===== config.mk =====
export PLATFORM = sky130hd
export DESIGN_NAME = flash_op_sequencer
export DESIGN_NICKNAME = d
export VERILOG_FILES = /design/src/rtl/flash_pkg.sv /design/src/rtl/flash_op_sequencer_rr_arbiter2.sv /design/src/rtl/flash_op_sequencer.sv
export SDC_FILE = /design/constraint.sdc
export NUM_CORES = 1
export LEC_CHECK = 0
export CORE_ASPECT_RATIO = 0.75
export CORE_MARGIN = 4
export CORE_UTILIZATION = 42
export CTS_BUF_LIST = sky130_fd_sc_hd__clkbuf_8 sky130_fd_sc_hd__clkbuf_16
export CTS_CLUSTER_DIAMETER = 120
export CTS_CLUSTER_SIZE = 14
export DETAILED_ROUTE_END_ITERATION = 16
export GPL_ROUTABILITY_DRIVEN = 0
export GPL_TIMING_DRIVEN = 0
export PLACE_DENSITY_LB_ADDON = 0.2
export SYNTH_ARGS = -nofsm -noshare
export SYNTH_HDL_FRONTEND = slang
export SYNTH_HIERARCHICAL = 1
export SYNTH_SLANG_ARGS = --single-unit

===== constraint.sdc =====
create_clock -name CLK -period 2.2 [get_ports CLK]
set_input_delay 0.33 -clock CLK [delete_from_list [all_inputs] [get_ports CLK]]
set_output_delay 0.33 -clock CLK [all_outputs]
set_load 0.05 [all_outputs]

===== src/rtl/flash_pkg.sv =====
// Shared definitions for the flash op sequencer: op codes, command bytes,
// error codes, SR1 bit positions and the per-op step list helpers.
package flash_pkg;

  localparam int unsigned OP_W   = 3;
  localparam int unsigned ADDR_W = 24;
  localparam int unsigned DATA_W = 48;
  localparam int unsigned CMD_W  = 8;
  localparam int unsigned ERR_W  = 2;
  localparam int unsigned STEP_W = 2;

  localparam logic [OP_W-1:0] OP_RDID = 3'd0;
  localparam logic [OP_W-1:0] OP_RSR1 = 3'd1;
  localparam logic [OP_W-1:0] OP_RES  = 3'd2;
  localparam logic [OP_W-1:0] OP_SE   = 3'd3;
  localparam logic [OP_W-1:0] OP_BE   = 3'd4;

  localparam logic [CMD_W-1:0] CMD_RDID = 8'h9F;
  localparam logic [CMD_W-1:0] CMD_RSR1 = 8'h05;
  localparam logic [CMD_W-1:0] CMD_RES  = 8'hAB;
  localparam logic [CMD_W-1:0] CMD_WREN = 8'h06;
  localparam logic [CMD_W-1:0] CMD_SE   = 8'hD8;
  localparam logic [CMD_W-1:0] CMD_BE   = 8'hC7;

  localparam logic [ERR_W-1:0] ERR_OK      = 2'd0;
  localparam logic [ERR_W-1:0] ERR_BADOP   = 2'd1;
  localparam logic [ERR_W-1:0] ERR_WEL     = 2'd2;
  localparam logic [ERR_W-1:0] ERR_TIMEOUT = 2'd3;

  localparam int unsigned SR1_WIP = 0;
  localparam int unsigned SR1_WEL = 1;

  typedef enum logic [2:0] {
    ST_IDLE, ST_DECODE, ST_ISSUE, ST_WAIT_ACK, ST_WAIT_DONE, ST_EVAL, ST_RESP
  } state_e;

  typedef enum logic [1:0] { CHK_NONE, CHK_WEL, CHK_WIP } chk_e;

  typedef struct packed {
    logic [OP_W-1:0]   op;
    logic [ADDR_W-1:0] addr;
  } req_t;

  function automatic logic op_legal(input logic [OP_W-1:0] op);
    return (op <= OP_BE);
  endfunction

  function automatic logic op_is_write(input logic [OP_W-1:0] op);
    return (op == OP_SE) || (op == OP_BE);
  endfunction

  // Write-type ops expand to WREN, WEL check, erase, WIP check.
  function automatic logic [CMD_W-1:0] step_cmd(input logic [OP_W-1:0] op,
                                                input logic [STEP_W-1:0] step);
    logic [CMD_W-1:0] c;
    c = CMD_RSR1;
    case (op)
      OP_RDID: c = CMD_RDID;
      OP_RES:  c = CMD_RES;
      OP_SE, OP_BE: begin
        if (step == 2'd0)      c = CMD_WREN;
        else if (step == 2'd2) c = (op == OP_SE) ? CMD_SE : CMD_BE;
        else                   c = CMD_RSR1;
      end
      default: c = CMD_RSR1;
    endcase
    return c;
  endfunction

  function automatic chk_e step_chk(input logic [OP_W-1:0] op,
                                    input logic [STEP_W-1:0] step);
    chk_e k;
    k = CHK_NONE;
    if (op_is_write(op)) begin
      if (step == 2'd1)      k = CHK_WEL;
      else if (step == 2'd3) k = CHK_WIP;
    end
    return k;
  endfunction

  function automatic logic step_last(input logic [OP_W-1:0] op,
                                     input logic [STEP_W-1:0] step);
    return op_is_write(op) ? (step == 2'd3) : 1'b1;
  endfunction

endpackage


===== src/rtl/flash_op_sequencer_rr_arbiter2.sv =====
// Two-way round-robin arbiter; a tie goes to the requester not granted last.
module rr_arbiter2 (
  input  logic       CLK,
  input  logic       reset,
  input  logic       en,
  input  logic [1:0] req,
  output logic       grant_valid_c,
  output logic       grant_idx_c
);

  logic last_grant;

  always_comb begin
    grant_valid_c = en & (|req);
    grant_idx_c   = 1'b0;
    if (req == 2'b11) grant_idx_c = ~last_grant;
    else              grant_idx_c = req[1];
  end

  always_ff @(posedge CLK) begin
    if (reset)              last_grant <= 1'b1;
    else if (grant_valid_c) last_grant <= grant_idx_c;
  end

endmodule


===== src/rtl/flash_op_sequencer.sv =====
// Arbitrates two requesters and expands their high-level flash ops into the
// memory_controller command/trigger handshake, one response per request.
module flash_op_sequencer
  import flash_pkg::*;
#(
  parameter int unsigned ACK_TIMEOUT = 16,
  parameter bit          QUAD        = 1'b0
) (
  input  logic              CLK,
  input  logic              reset,
  input  logic              req0_valid,
  input  logic [OP_W-1:0]   req0_op,
  input  logic [ADDR_W-1:0] req0_addr,
  output logic              req0_ready,
  output logic              rsp0_valid,
  output logic [DATA_W-1:0] rsp0_data,
  output logic [ERR_W-1:0]  rsp0_err,
  input  logic              req1_valid,
  input  logic [OP_W-1:0]   req1_op,
  input  logic [ADDR_W-1:0] req1_addr,
  output logic              req1_ready,
  output logic              rsp1_valid,
  output logic [DATA_W-1:0] rsp1_data,
  output logic [ERR_W-1:0]  rsp1_err,
  output logic [CMD_W-1:0]  mem_cmd,
  output logic [ADDR_W-1:0] mem_addr,
  output logic [23:0]       mem_val,
  output logic              mem_trig,
  output logic              mem_quad,
  input  logic              mem_busy,
  input  logic [DATA_W-1:0] mem_data
);

  localparam int unsigned CNT_W = $clog2(ACK_TIMEOUT + 1);

  state_e            state, state_d;
  req_t              req_q, req_d;
  logic              gnt_q, gnt_d;
  logic [STEP_W-1:0] step_q, step_d;
  logic [CNT_W-1:0]  ack_cnt_q, ack_cnt_d;
  logic [ERR_W-1:0]  err_q, err_d;
  logic [DATA_W-1:0] cap_q, cap_d;

  logic              req0_ready_d, req1_ready_d, rsp0_valid_d, rsp1_valid_d;
  logic [DATA_W-1:0] rsp0_data_d, rsp1_data_d;
  logic [ERR_W-1:0]  rsp0_err_d, rsp1_err_d;
  logic [CMD_W-1:0]  mem_cmd_d;
  logic [ADDR_W-1:0] mem_addr_d;
  logic              mem_trig_d;

  logic              grant_valid_c, grant_idx_c;
  logic              ack_timeout_c, eval_fail_c;
  logic [ERR_W-1:0]  eval_err_c;
  chk_e              cur_chk_c;

  assign mem_val  = '0;
  assign mem_quad = QUAD;

  rr_arbiter2 u_arb (
    .CLK           (CLK),
    .reset         (reset),
    .en            ((state == ST_IDLE) && !mem_busy),
    .req           ({req1_valid, req0_valid}),
    .grant_valid_c (grant_valid_c),
    .grant_idx_c   (grant_idx_c)
  );

  // Step evaluation and ack timeout
  always_comb begin
    cur_chk_c     = step_chk(req_q.op, step_q);
    ack_timeout_c = ((ack_cnt_q + CNT_W'(1)) == CNT_W'(ACK_TIMEOUT));
    eval_err_c    = ERR_OK;
    if (cur_chk_c == CHK_WEL && !cap_q[SR1_WEL])     eval_err_c = ERR_WEL;
    else if (cur_chk_c == CHK_WIP && cap_q[SR1_WIP]) eval_err_c = ERR_TIMEOUT;
    eval_fail_c   = (eval_err_c != ERR_OK);
  end

  always_ff @(posedge CLK) begin
    if (reset) state <= ST_IDLE;
    else       state <= state_d;
  end

  always_comb begin
    state_d = state;
    case (state)
      ST_IDLE:      if (grant_valid_c) state_d = ST_DECODE;
      ST_DECODE:    state_d = op_legal(req_q.op) ? ST_ISSUE : ST_RESP;
      ST_ISSUE:     state_d = ST_WAIT_ACK;
      ST_WAIT_ACK: begin
        if (mem_busy)           state_d = ST_WAIT_DONE;
        else if (ack_timeout_c) state_d = ST_RESP;
      end
      ST_WAIT_DONE: if (!mem_busy) state_d = ST_EVAL;
      ST_EVAL: begin
        if (eval_fail_c || step_last(req_q.op, step_q)) state_d = ST_RESP;
        else                                             state_d = ST_ISSUE;
      end
      ST_RESP:      state_d = ST_IDLE;
      default:      state_d = ST_IDLE;
    endcase
  end

  always_comb begin
    req_d        = req_q;
    gnt_d        = gnt_q;
    step_d       = step_q;
    ack_cnt_d    = ack_cnt_q;
    err_d        = err_q;
    cap_d        = cap_q;
    req0_ready_d = 1'b0;
    req1_ready_d = 1'b0;
    rsp0_valid_d = 1'b0;
    rsp1_valid_d = 1'b0;
    rsp0_data_d  = rsp0_data;
    rsp1_data_d  = rsp1_data;
    rsp0_err_d   = rsp0_err;
    rsp1_err_d   = rsp1_err;
    mem_cmd_d    = mem_cmd;
    mem_addr_d   = mem_addr;
    mem_trig_d   = mem_trig;
    case (state)
      ST_IDLE: begin
        if (grant_valid_c) begin
          req_d.op     = grant_idx_c ? req1_op : req0_op;
          req_d.addr   = grant_idx_c ? req1_addr : req0_addr;
          gnt_d        = grant_idx_c;
          req0_ready_d = !grant_idx_c;
          req1_ready_d = grant_idx_c;
          step_d       = '0;
          err_d        = ERR_OK;
          cap_d        = '0;
        end
      end
      ST_DECODE: if (!op_legal(req_q.op)) err_d = ERR_BADOP;
      ST_ISSUE: begin
        mem_cmd_d  = step_cmd(req_q.op, step_q);
        mem_addr_d = (req_q.op == OP_SE) ? req_q.addr : '0;
        mem_trig_d = 1'b1;
        ack_cnt_d  = '0;
      end
      ST_WAIT_ACK: begin
        if (mem_busy) begin
          mem_trig_d = 1'b0;
        end else if (ack_timeout_c) begin
          mem_trig_d = 1'b0;
          err_d      = ERR_TIMEOUT;
        end else begin
          ack_cnt_d  = ack_cnt_q + CNT_W'(1);
        end
      end
      ST_WAIT_DONE: if (!mem_busy) cap_d = mem_data;
      ST_EVAL: begin
        if (eval_fail_c) err_d  = eval_err_c;
        else             step_d = step_q + STEP_W'(1);
      end
      ST_RESP: begin
        if (gnt_q) begin
          rsp1_valid_d = 1'b1;
          rsp1_data_d  = cap_q;
          rsp1_err_d   = err_q;
        end else begin
          rsp0_valid_d = 1'b1;
          rsp0_data_d  = cap_q;
          rsp0_err_d   = err_q;
        end
      end
      default: ;
    endcase
  end

  always_ff @(posedge CLK) begin
    if (reset) begin
      req_q      <= '0;
      gnt_q      <= 1'b0;
      step_q     <= '0;
      ack_cnt_q  <= '0;
      err_q      <= ERR_OK;
      cap_q      <= '0;
      req0_ready <= 1'b0;
      req1_ready <= 1'b0;
      rsp0_valid <= 1'b0;
      rsp1_valid <= 1'b0;
      rsp0_data  <= '0;
      rsp1_data  <= '0;
      rsp0_err   <= '0;
      rsp1_err   <= '0;
      mem_cmd    <= '0;
      mem_addr   <= '0;
      mem_trig   <= 1'b0;
    end else begin
      req_q      <= req_d;
      gnt_q      <= gnt_d;
      step_q     <= step_d;
      ack_cnt_q  <= ack_cnt_d;
      err_q      <= err_d;
      cap_q      <= cap_d;
      req0_ready <= req0_ready_d;
      req1_ready <= req1_ready_d;
      rsp0_valid <= rsp0_valid_d;
      rsp1_valid <= rsp1_valid_d;
      rsp0_data  <= rsp0_data_d;
      rsp1_data  <= rsp1_data_d;
      rsp0_err   <= rsp0_err_d;
      rsp1_err   <= rsp1_err_d;
      mem_cmd    <= mem_cmd_d;
      mem_addr   <= mem_addr_d;
      mem_trig   <= mem_trig_d;
    end
  end

endmodule


==> impl_results.md, run 1 <==
- Die W: 174 um
- Via count: 8103
- DRC violations left: 0
- Clock share of power: 0.348
- Clock latency on the worst-skew pair: between 400 and 500 ps
- Starting Density: 0.429
- Fin util: 0.599
- Final number of setup-violating endpoints: 0
- Slew Limit Fails: 0
- Mapped Area: 0.00869 mm2
- Post-CTS Hold Fix Bufs: 0
- Pre-antenna DRT Iters: 6
- P_int: 6.57 mW
- Yosys synthesis warning count: 6
- Setup Total Neg Slack: 0 ps
- Sw Ratio: 0.274
- Core ar.: 0.0203 mm2
- Worst vdd ir: between 400 and 500 uV
- Max Clock Freq: 474 MHz
- Setup crit end kind: register
- Dpl ws: -392 ps
- Crit share post-route: 0.959
- CTS tree: done
- PwrDens: 745 mW/mm2
- Cell Rows: 45
- Drt total wl: 26500 um
- Syn-to-layout area delta: 39.8%
- Post-route ant nets: 0
- Ratio of cells with drive above 1 in the final layout: 0.0841
- First-pass GRT wire length: between 40000 and 50000 um
- Syn avg cell area: about 8.5 um2
- DR WL/cell: 16.9 um
- Total Nets Final: 1421
- Most frequent cells in the layout: clkdlybuf4s50_1, dfxtp_1, nand2_1
- Yosys cell types: 56
- Global Route Usage Sum: 0.216
- Iter 0 DRT Violations: 554
- Total CTS buffers: 20
- Die ar.: around 0.023 mm2
- HPWL after detailed placement: around 19000 um
- Tightest Pin Transition: between 800 and 900 ps
- Slew margin rel.: 0.458
- CTS Root Buffer Type: clkbuf_16
- Fillers: 1822
- Arrival time at the worst endpoint: 2470 ps
- Final worst slack: 90.5 ps
- Final hold violation count: 0
- Status: finished clean
- Seq pwr share: 0.483
- Share of total power in combinational logic: 0.169
- Switching pwr: 2.48 mW
- Number of max-cap violations: 0
- Vert. Die Dim: 133 um
- Yosys reg bits: 226
- Worst Path Max Fanout: 10
- Port Buffers: approximately 240
- Pin count of the biggest net entering global routing: 18
- Post-synth EDFFs: 0
- Vias in the first global route: 7591
- Grt total ovfl: 0
- # diodes: 0
- CTS clk-pin slew, worst paths: 70 ps
- Critical path launch point type: register
- CTS sink cnt: 226
- Asr flop ratio synth: 0
- P_leak: ~4.3 nW
- Top_reg_cell synth: dfxtp_1
- Hold Path Class: in2reg
- Critical path class: reg2reg
- Register area share after synthesis: 0.521
- H-tree depth: 1
- Vias/cell: slightly above 5
- Clock Skews: 13.7 ps
- Crit path time final: 2110 ps
- CP Data Required Time: approximately 2600 ps
- Most common cell after layout, fill and taps aside: clkdlybuf4s50_1
- IO Pins: between 200 and 300
- Clk buf depth: 3
- Initial antenna violation count: 0
- RSZ-0062 raised after global routing: true
- Reg2reg setup slack: roughly 90 ps
- Synth Instances: 1018
[power by group through the flow]
stage / registers [mW] / logic (mW) / clock network, mW
floorplan: 4.52 / 0.885 / 0
global placement: 4.44 / 1.46 / 0
detailed placement: 4.45 / 1.48 / 0
CTS: 4.37 / 1.49 / 3.22
global route: 4.39 / 1.66 / 3.37
finish: 4.37 / 1.53 / 3.15
[per-layer routing]
metal / global-route usage / wire [um] / vias to the layer above
li1: - / - / 3970
met1: 0.310 / 12400 / 3829
met2: 0.339 / 11800 / 271
met3: 0.0514 / 1890 / 33
met4: 0.0352 / 391 / 0
met5: 0 / 0 / -
[logic make-up after synthesis]
kind of cell               share of synthesized area
and+or+nand+nor                                0.181
AOI/OAI and AO/OA                              0.183
DFF                                            0.521
buffers and inverters                         0.0716
muxes                                         0.0334
adders and majority gates                    0.00864
other                                       0.000432
xor gates and xnor gates                     0.00101
[cell type report]
type                            instances  area (um2)  share of cell area
Multi-Input combinational cell        697        3680               0.303
Tap cell                              258         323              0.0266
Buffer                                107         588              0.0484
Timing Repair Buffer                  245        2440               0.201
Inverter                               11        41.3             0.00340
Sequential cell                       226        4530               0.373
Clock buffer                           21         526              0.0433
Clock inverter                          1        16.3             0.00134
[critical path, cell delays in order, from the launching register on]
cell	delay [ps]
dfxtp_2	350
buf_4	180
nor4_4	300
o21a_2	220
and2_0	130
buf_4	140
nor2_2	50
buf_4	190
buf_4	190
a22oi_1	170
nor2_1	50
[synthesized netlist by cell type (3+ instances only)]
library cell	count	area (um2)
a211oi_1	30	225
a21oi_1	116	581
a22oi_1	74	556
a311oi_1	3	26.3
a31oi_1	3	18.8
and3_1	4	25.0
buf_2	23	115
buf_4	35	263
clkbuf_1	47	176
dfxtp_1	226	4520
ha_1	6	75.1
inv_1	10	37.5
mux2i_1	29	290
nand2_1	221	830
nand3_1	5	25.0
nor2_1	123	462
nor2b_1	3	18.8
nor3_1	9	45.0
o21ai_0	7	35.0
[per-stage QoR]
stage | power (mW) | hold WS (ps) | std cells | instance area, um2
3_5_place_dp | 5.93 | 446 | 1542 | 11500
2_1_floorplan | 5.40 | 440 | 1042 | 8780
4_1_cts | 9.08 | 237 | 1566 | 12100
5_1_grt | 9.42 | 346 | 1566 | 12100
6_report | 9.05 | 305 | 1566 | 12100
3_3_place_gp | 5.90 | 441 | 1542 | 11500
[flip-flops by register name (all words and copies together) (netlist names), 2 cells and up]
register,flops
cap_q,48
rsp0_data,48
rsp1_data,48
req_q,27
mem_addr,24
mem_cmd,8
ack_cnt_q,5
state,3
err_q,2
rsp0_err,2
rsp1_err,2
step_q,2
[repair_timing]
action	4_1_cts	5_1_grt
resized for setup	4	16
pin swaps	1	0
buffers inserted	3	0
endpoints found under the setup margin	80	87
[path summary, 6_finish.rpt]
check / startpoint / cells after the start / endpoint
worst max-delay path: state[1]$_SDFFE_PP0P_ / 10 / cap_q[28]$_SDFFE_PP0P_
worst min-delay path: mem_busy / 3 / state[2]$_SDFFE_PP0P_
worst max register to register: state[1]$_SDFFE_PP0P_ / 10 / cap_q[28]$_SDFFE_PP0P_
worst min register to register: rsp1_data[37]$_SDFFE_PP0P_ / 2 / rsp1_data[37]$_SDFFE_PP0P_
(Power assumes the default switching activity.)
==> run 2: changes to the inputs <==
CORE_UTILIZATION = 44   (was 42)
CTS_BUF_LIST = sky130_fd_sc_hd__clkbuf_2   (was sky130_fd_sc_hd__clkbuf_8 sky130_fd_sc_hd__clkbuf_16)
TNS_END_PERCENT = 100   (was unset)
==> run 2 against run 1 <==
Sequential cell count unchanged. Power decreased by 18%. Via count decreased by 1.5%. Critical endpoint is now rsp0_data[43]$_SDFFE_PP0P_. Largest cell class unchanged. Largest power group unchanged.
==> impl_results.md, run 2 (same netlist as run 1, synthesis figures left out) <==
- Vias in the first global route: 7451 (was 7591)
- DRC violations left: 0 (unchanged)
- IO Pins: 269 (unchanged)
- Global Route Usage Sum: 0.218 (was 0.216)
- Die W: 170 um (was 174 um)
- CP Data Required Time: 2890 ps (was 2560 ps)
- Critical path launch point type: register (unchanged)
- Multi-input logic area: 0.00367 mm2 (was 0.00368 mm2)
- Fillers: 1879 (was 1822)
- Most common cell after layout, fill and taps aside: dfxtp_1 (was clkdlybuf4s50_1)
- Final hold violation count: 0 (unchanged)
- Vert. Die Dim: 130 um (was 133 um)
- First-pass GRT wire length: 39100 um (was 41300 um)
- Hold path start: reset (was mem_busy)
- Total CTS buffers: 20 (unchanged)
- Total power: 7.45 mW (was 9.05 mW)
- HPWL after detailed placement: 18800 um (was 19200 um)
- Slowest stage cell, crit path: clkbuf_1 (was dfxtp_2)
- Max Clock Freq: 484 MHz (was 474 MHz)
- Die ar.: 0.0221 mm2 (was 0.0231 mm2)
- Critical path class: reg2reg (unchanged)
- Slew margin rel.: 0.498 (was 0.458)
- Port Buffers: 242 (unchanged)
- CTS tree: done (unchanged)
- Reg-to-Reg End: rsp0_data[43]$_SDFFE_PP0P_ (was cap_q[28]$_SDFFE_PP0P_)
- DR WL/cell: 16.4 um (was 16.9 um)
- Core ar.: 0.0194 mm2 (was 0.0203 mm2)
- CP Buf/Inv Count: 2 (was 4)
- Crit path time final: 2060 ps (was 2110 ps)
- Worst Path Max Fanout: 10 (unchanged)
- Status: finished clean (unchanged)
- Biggest regs: cap_q: 48 flops, rsp0_data: 48 flops, rsp1_data: 48 flops (unchanged)
- CTS clk-pin slew, worst paths: 270 ps (was 70 ps)
- Slew Limit Fails: 0 (unchanged)
- P_leak: 4.85 nW (was 4.33 nW)
- CTS Root Buffer Type: clkbuf_2 (was clkbuf_16)
- Clock Skews: 73.2 ps (was 13.7 ps)
- Hold Path Class: in2reg (unchanged)
- Hold path cells: 2 (was 3)
- Crit-path most repeated cell: nand2_1 (was buf_4)
- # diodes: 0 (unchanged)
- Cell Rows: 44 (was 45)
- Reg-to-reg startpoint: state[2]$_SDFFE_PP0P_ (was state[1]$_SDFFE_PP0P_)
- Fin util: 0.598 (was 0.599)
- Worst vdd ir: 331 uV (was 466 uV)
- Pin count of the biggest net entering global routing: 18 (unchanged)
- PwrDens: 642 mW/mm2 (was 745 mW/mm2)
- Syn-to-layout area delta: 33.5% (was 39.8%)
- Vias/cell: 5.10 (was 5.17)
- Via count: 7980 (was 8103)
- Number of max-cap violations: 0 (unchanged)
- Total Nets Final: 1424 (was 1421)
- Crit-path max cell delay: 460 ps (was 350 ps)
- Crit share post-route: 0.939 (was 0.959)
- CTS sink cnt: 226 (unchanged)
- Clock latency on the worst-skew pair: 760 ps (was 490 ps)
- Tightest Pin Transition: 754 ps (was 813 ps)
- Pre-antenna DRT Iters: 5 (was 6)
- H-tree depth: 1 (unchanged)
- Reg2reg setup slack: 140 ps (was 90 ps)
- Worst path cell trace: buf_4 > nor2b_2 > nand2_1 > nor2_1 > clkbuf_1 > nand2_1 > a21oi_1 (was buf_4 > nor4_4 > o21a_2 > and2_0 > buf_4 > nor2_2 > buf_4 > buf_4 > a22oi_1 > nor2_1)
- Final number of setup-violating endpoints: 0 (unchanged)
- Min-Delay Endpoint: u_arb/last_grant$_SDFFE_PP1P_ (was state[2]$_SDFFE_PP0P_)
- Clk buf depth: 3 (unchanged)
- Setup Total Neg Slack: 0 ps (unchanged)
- Grt total ovfl: 0 (unchanged)
- FF+latch area: 0.00453 mm2 (about the same)
- Arrival time at the worst endpoint: 2750 ps (was 2470 ps)
- Iter 0 DRT Violations: 558 (was 554)
- R2R depth: 7 (was 10)
- Initial antenna violation count: 0 (unchanged)
- Ratio of cells with drive above 1 in the final layout: 0.0847 (was 0.0841)
- Starting Density: 0.448 (was 0.429)
- Setup crit end kind: register (unchanged)
- Most frequent cells in the layout: dfxtp_1, nand2_1, dlygate4sd2_1 (was clkdlybuf4s50_1, dfxtp_1, nand2_1)
- Delay-heaviest family, CP: simple AND/OR/NAND/NOR gates (was buffers and inverters)
- Drt total wl: 25700 um (was 26500 um)
- Post-route ant nets: 0 (unchanged)
-- run 2: cell count changes in the layout (fill, tap and decap cells not counted), sizes merged --
cell           previous run  this run
clkdlybuf4s50           242       105
dlygate4sd2               0       137
buf                      65        67
dlygate4sd3               0         1
-- run 2: area by class of cell --
type | instances | area share
inverter | 11 | 0.00356
sequential | 226 | 0.391
clock inverter | 1 | 0.00140
timing repair buffer | 248 | 0.198
tap | 253 | 0.0273
clock buffer | 21 | 0.00906
multi-input combinational | 697 | 0.317
buffer | 107 | 0.0530
-- run 2: what timing repair did --
item | in CTS | in global routing
hold endpoints to repair | 2 | 0
pin swaps | 1 | 4
setup buffers | 4 | 1
setup endpoints to repair | 217 | 36
hold buffers | 1 | 0
resized for setup | 149 | 16
-- run 2: where the power goes --
| part | total (mW) | internal [mW] | switching [mW] | leakage, nW |
|---|---|---|---|---|
| Clock | 1.54 | 0.262 | 1.28 | 0.0941 |
| Combinational | 1.52 | 0.619 | 0.905 | 2.92 |
| Sequential | 4.38 | 4.27 | 0.111 | 1.83 |
-- run 2: how the worst max path moves through the flow --
stage	depth (start not counted)	startpoint	slack (ps)	end
after global placement	5	reset	-390	rsp1_valid$_SDFF_PP0_
after detailed placement	5	reset	-430	mem_addr[3]$_SDFFE_PP0P_
after global routing	10	state[1]$_SDFFE_PP0P_	-10	cap_q[38]$_SDFFE_PP0P_
after floorplan	8	state[0]$_SDFFE_PP0P_	70	err_q[0]$_SDFFE_PP0P_
final	7	state[2]$_SDFFE_PP0P_	140	rsp0_data[43]$_SDFFE_PP0P_
after CTS	10	state[2]$_SDFFE_PP0P_	8	cap_q[45]$_SDFFE_PP0P_
-- run 2: routing by layer --
layer / part of all wire / GRT usage
met3: 0.068 / 0.0430
met1: 0.47 / 0.311
met2: 0.44 / 0.345
met5: 0 / 0
met4: 0.017 / 0.0465
-- run 2: worst reg2reg max path, delay by kind of cell, from the launching register on --
family / cells / cell delay [ps]
AO/OA/AOI/OAI: 1 / 140
buffers and inverters: 2 / 590
flip-flops: 1 / 420
AND/OR/NAND/NOR: 4 / 830
-- run 2: per-stage QoR --
stage | cell area (um2) | cells | hold slack, ps | setup slack [ps]
after detailed placement | 11500 | 1537 | 446 | -429
after global routing | 11600 | 1564 | 69.5 | -13.0
final | 11600 | 1564 | 142 | 135
after global placement | 11500 | 1537 | 440 | -387
after floorplan | 8780 | 1042 | 440 | 66.9
after CTS | 11500 | 1563 | 43.4 | 7.97
==> run 3: changes to the inputs <==
CORE_UTILIZATION = 45   (was 44)
CTS_CLUSTER_SIZE = 40   (was 14)
clock period = 2.3 ns   (was 2.2 ns; I/O delays follow)
==> run 3 against run 2 <==
First-iteration DRC count fell by 8.1%. Design area is 1.2% lower. Routed wire length down 1.8%. Sequential cell count is the same. Clock power is 19% lower. Power decreased by 6.6%. Die area down 2.1%. Core utilization rose by 1.4 points. Cell count rose by 0.13%. Critical path type is now reg2out. Largest power group unchanged. Highest routed layer unchanged.
==> impl_results.md, run 3 (same netlist as run 1, synthesis figures left out) <==
- Status: finished clean (unchanged)
- Vias in the first global route: 7489 (was 7451)
- Post-route insts no fill: 1566 (was 1564)
- Setup crit end kind: output pin (was register)
- Total Nets Final: 1432 (was 1424)
- Slew margin rel.: 0.476 (was 0.498)
- Starting Density: 0.464 (was 0.448)
- Switching pwr: 2.09 mW (was 2.29 mW)
- Final number of setup-violating endpoints: 0 (unchanged)
- Crit-path max cell delay: 530 ps (was 460 ps)
- Die W: 168 um (was 170 um)
- Worst Path Max Fanout: 2 (was 10)
- First-pass GRT wire length: 39700 um (was 39100 um)
- Final Instance Area: 0.0115 mm2 (was 0.0116 mm2)
- IO Pins: 269 (unchanged)
- Clk buf depth: 3 (unchanged)
- Reg2reg setup slack: 100 ps (was 140 ps)
- Most frequent cells in the layout: dfxtp_1, nand2_1, nor2_1 (was dfxtp_1, nand2_1, dlygate4sd2_1)
- Arrival time at the worst endpoint: 1860 ps (was 2750 ps)
- Total power: 6.95 mW (was 7.45 mW)
- Final hold violation count: 0 (unchanged)
- Worst vdd ir: 395 uV (was 331 uV)
- CTS sink cnt: 226 (unchanged)
- Critical path class: reg2out (was reg2reg)
- Die ar.: 0.0216 mm2 (was 0.0221 mm2)
- Clock share of power: 0.179 (was 0.207)
- Most common cell after layout, fill and taps aside: dfxtp_1 (unchanged)
- Slowest stage cell, crit path: clkdlybuf4s15_1 (was clkbuf_1)
- Total CTS buffers: 9 (was 20)
- Crit share post-route: 0.960
- Dpl ws: -295 ps (was -429 ps)
- Max Clock Freq: ~450 MHz
- Seq pwr share: 0.609 (was 0.588)
- Slew Limit Fails: 0 (unchanged)
- Ratio of cells with drive above 1 in the final layout: 0.129 (was 0.0847)
- Pre-antenna DRT Iters: 5 (unchanged)
- CTS tree: done (unchanged)
- Multi-input logic area: 0.00366 mm2 (was 0.00367 mm2)
- Iter 0 DRT Violations: 513 (was 558)
- Share of total power in combinational logic: 0.213 (was 0.205)
- DR WL/cell: 16.1 um (was 16.4 um)
- Port Buffers: 242 (unchanged)
- Pin count of the biggest net entering global routing: 41 (was 18)
- Number of max-cap violations: 0 (unchanged)
- Core ar.: 0.0187 mm2 (was 0.0194 mm2)
- Clock latency on the worst-skew pair: 870 ps (was 760 ps)
- DRC violations left: 0 (unchanged)
- Clock Skews: 80.2 ps (was 73.2 ps)
- Vias/cell: 5.15 (was 5.10)
- Critical path launch point type: register (unchanged)
- Delay-heaviest family, CP: buffers and inverters (was simple AND/OR/NAND/NOR gates)
- Post-route ant nets: 0 (unchanged)
- Cell Rows: 43 (was 44)
- Placed inst area: 0.0115 mm2 (about the same)
- PwrDens: 607 mW/mm2 (was 642 mW/mm2)
- CTS Root Buffer Type: clkbuf_2 (unchanged)
- Initial antenna violation count: 1 (was 0)
- Hold Path Class: in2reg (unchanged)
- Tightest Pin Transition: 785 ps (was 754 ps)
- Worst path cell trace: clkdlybuf4s15_1 (was buf_4 > nor2b_2 > nand2_1 > nor2_1 > clkbuf_1 > nand2_1 > a21oi_1)
- Crit path time final: 2210 ps
- Vert. Die Dim: 128 um (was 130 um)
- CP Data Required Time: 1960 ps (was 2890 ps)
- Via count: 8071 (was 7980)
- Sw Ratio: 0.300 (was 0.308)
- Syn-to-layout area delta: 31.9% (was 33.5%)
- Drt total wl: 25200 um (was 25700 um)
- CP Buf/Inv Count: 1 (was 2)
- Global Route Usage Sum: 0.222 (was 0.218)
- P_leak: 4.48 nW (was 4.85 nW)
- Biggest regs: cap_q: 48 flops, rsp0_data: 48 flops, rsp1_data: 48 flops (unchanged)
- Grt total ovfl: 0 (unchanged)
- Setup Total Neg Slack: 0 ps (unchanged)
- H-tree depth: 1 (unchanged)
- Dpl cells: 1531 (was 1537)
- FF+latch area: 0.00453 mm2 (unchanged)
- HPWL after detailed placement: 18700 um (was 18800 um)
- P_int: 4.86 mW (was 5.15 mW)
- Final worst slack: 93.0 ps (was 135 ps)
- Fillers: 1744 (was 1879)
- CTS clk-pin slew, worst paths: 710 ps (was 270 ps)
-- run 3: cell count changes in the layout (fill, tap and decap cells not counted), moves of 2 or more --
cell	change
dlygate4sd3_1	+19
clkbuf_2	+62
dlygate4sd2_1	-107
a22oi_1	+3
clkbuf_1	-2
a22oi_2	-3
buf_4	+3
clkdlybuf4s15_1	+35
buf_6	-5
-- run 3: cell type report --
class | count | share of cell area
diodes | 1 | 0.000218
inverters | 11 | 0.00360
well taps | 247 | 0.0270
flip-flops and latches | 226 | 0.396
clock buffers | 9 | 0.00393
repair buffers | 266 | 0.197
plain buffers | 108 | 0.0518
multi-input cells | 697 | 0.319
clock inverters | 1 | 0.00142
-- run 3: what timing repair did --
action / in CTS / in global routing
hold buffers: 11 / 9
setup endpoints to repair: 216 / 167
buffers inserted: 2 / 2
resized for setup: 148 / 193
pin swaps: 1 / 1
hold endpoints to repair: 10 / 7
-- run 3: layer usage --
layer  track usage  vias to the layer above  share of wire
met5             0                        -              0
met3        0.0339                       30          0.065
met1         0.330                     3801           0.47
met2         0.349                      256           0.44
met4        0.0382                        0          0.021
li1              -                     3984              -
-- run 3: worst paths after layout --
kind,start,endpoint,depth (start not counted)
setup / recovery,rsp0_err[0]$_SDFFE_PP0P_,rsp0_err[0],1
hold / removal,req1_addr[2],req_q[2]$_SDFFE_PP0P_,3
setup reg to reg,state[0]$_SDFFE_PP0P_,err_q[0]$_SDFFE_PP0P_,8
hold reg to reg,cap_q[17]$_SDFFE_PP0P_,rsp0_data[17]$_SDFFE_PP0P_,2
-- run 3: through the flow --
| step | util | hold WS [ps] |
|---|---|---|
| 4_1_cts | 0.617 | 1.92 |
| 3_3_place_gp | 0.615 | 441 |
| 6_report | 0.612 | 53.9 |
| 3_5_place_dp | 0.615 | 445 |
| 5_1_grt | 0.612 | 1.16 |
| 2_1_floorplan | - | 445 |
-- run 3: worst register-to-register path, cell delays in order (launching register included) --
cell       delay (ps)
dfxtp_4           480
clkbuf_4          190
nor4_4            300
o21a_2            220
nand2b_1           90
a21oi_2           160
o2bb2ai_2          80
or3_4             380
a221oi_2          260
-- run 3: power by group through the flow --
stage	sequential, mW	combinational [mW]	clock, mW
after floorplan	4.32	0.847	0
after global placement	4.25	1.38	0
after detailed placement	4.26	1.40	0
after CTS	4.23	1.42	1.28
after global routing	4.26	1.62	1.39
final	4.23	1.48	1.24
==> variant, RTL diff (config.mk and constraints of run 1) <==
`ACK_TIMEOUT`: 16 -> 8.
--- a/src/rtl/flash_op_sequencer.sv
+++ b/src/rtl/flash_op_sequencer.sv
@@ -4,5 +4,5 @@
   import flash_pkg::*;
 #(
-  parameter int unsigned ACK_TIMEOUT = 16,
+  parameter int unsigned ACK_TIMEOUT = 8,
   parameter bit          QUAD        = 1'b0
 ) (
Formal check against the unedited RTL: same outputs for any inputs over 4 cycles, from zero or initial values and one cycle with reset high; that may be too few to reach the edited logic, so the function may still have changed.
==> variant against run 1 <==
Setup slack improved by 0.033 ns; critical path depth down 1; synthesized area grew 0.19%; cell area barely moved; total power decreased by 1.8%; count of clock-buffer cells in the layout unchanged; routed wire length decreased by 2.9%; sequential cell count down 1; synthesized cell count shrank 2.1%; critical path type unchanged; critical endpoint is now cap_q[40].
==> variant: results (changes against run 1) <==
The multi-input logic cell count was 684 (-1.9%). The slew at the pin closest to its max-slew limit works out to 0.759 ns (-0.0541 ns). The length of routed wiring on met1 was 12200 um (-1.2%).

The run gives 1800 um (-4.9%) as the met3 wire length. Register share of the cell area: 37.1% (-0.20 points). The layout overhead on the synthesized area was 39.5%.

The fraction of the mapped netlist area in adder cells works out to 0.863% (-0.0016 points). The cell area reported after detailed placement came out at 11600 um^2 (+0.49%). The fraction of met2 tracks used by global routing is 32.5% (-1.5 points). Switching power as a share of total power: 27.0% (-0.40 points). Multi-input gate share of the layout cell area: 30.5% (+0.21 points). The run gives 31.3% (+0.32 points) as the met1 demand-to-capacity share in global routing.

The part of the power in combinational logic was 16.0% (-0.9 points); the share of synthesized area spent on multiplexers was 3.69% (+0.35 points). The share of final-layout standard cells stronger than drive strength 1 was 9.09% (+0.68 points); the unique cell type count in the Yosys netlist was 48 (-14%). The tools report the first-pass GRT wire length as 40900 um (-1.1%). The flow ran to the end, and the final reports show no timing, DRC or antenna violations. The area of the core was 20300 um^2 (+0.28%); the first-pass detailed-route iteration total was 5 (-1).

The run gives 51.8% (-0.33 points) as the share of synthesized area occupied by flip-flops and latches. The total wire length after detailed routing is 25700 um (-2.9%), and the count of plain and timing-repair buffers in the layout is 348 (-1.1%). For the total instance count after detailed placement, the log shows 1546 (+0.26%). The largest net degree at the start of global routing is 15 (-3). The CTS sink count was 225 (-0.44%); the overall fraction of global-route tracks in use was 21.3% (-0.27 points). The logs give 526 (-5.1%) for the first-iteration detailed-routing DRC count and 3 (-1) for the number of gates resized after cts. The inverter count of the layout excluding clock inverters was 7 (-4). The number of buffers added on ports is 243 (+0.41%), and the arrival time at the worst endpoint is 2.44 ns (-0.03 ns).

After synthesis, the cell types taking the most area are sky130_fd_sc_hd__dfxtp_1, sky130_fd_sc_hd__nand2_1, sky130_fd_sc_hd__a21oi_1, sky130_fd_sc_hd__nor2_1, sky130_fd_sc_hd__a22oi_1.
-- variant: final timing paths --
check / end / cells past startpoint / slack (ns) / from
setup / recovery: cap_q[40] / 9 / 0.12 / state[0]
hold / removal: u_arb/last_grant / 2 / 0.43 / reset
setup reg to reg: cap_q[40] / 9 / 0.12 / state[0]
hold reg to reg: rsp1_data[4] / 2 / 0.45 / rsp1_data[4]
-- variant: worst max-delay path, cell delays in order, from the launching register on --
cell,delay (ns)
sky130_fd_sc_hd__dfxtp_1,0.37
sky130_fd_sc_hd__buf_2,0.22
sky130_fd_sc_hd__nor4_4,0.32
sky130_fd_sc_hd__o21a_2,0.22
sky130_fd_sc_hd__and2_2,0.19
sky130_fd_sc_hd__nor2_2,0.07
sky130_fd_sc_hd__buf_6,0.18
sky130_fd_sc_hd__buf_6,0.16
sky130_fd_sc_hd__a22oi_1,0.15
sky130_fd_sc_hd__nor2_1,0.06
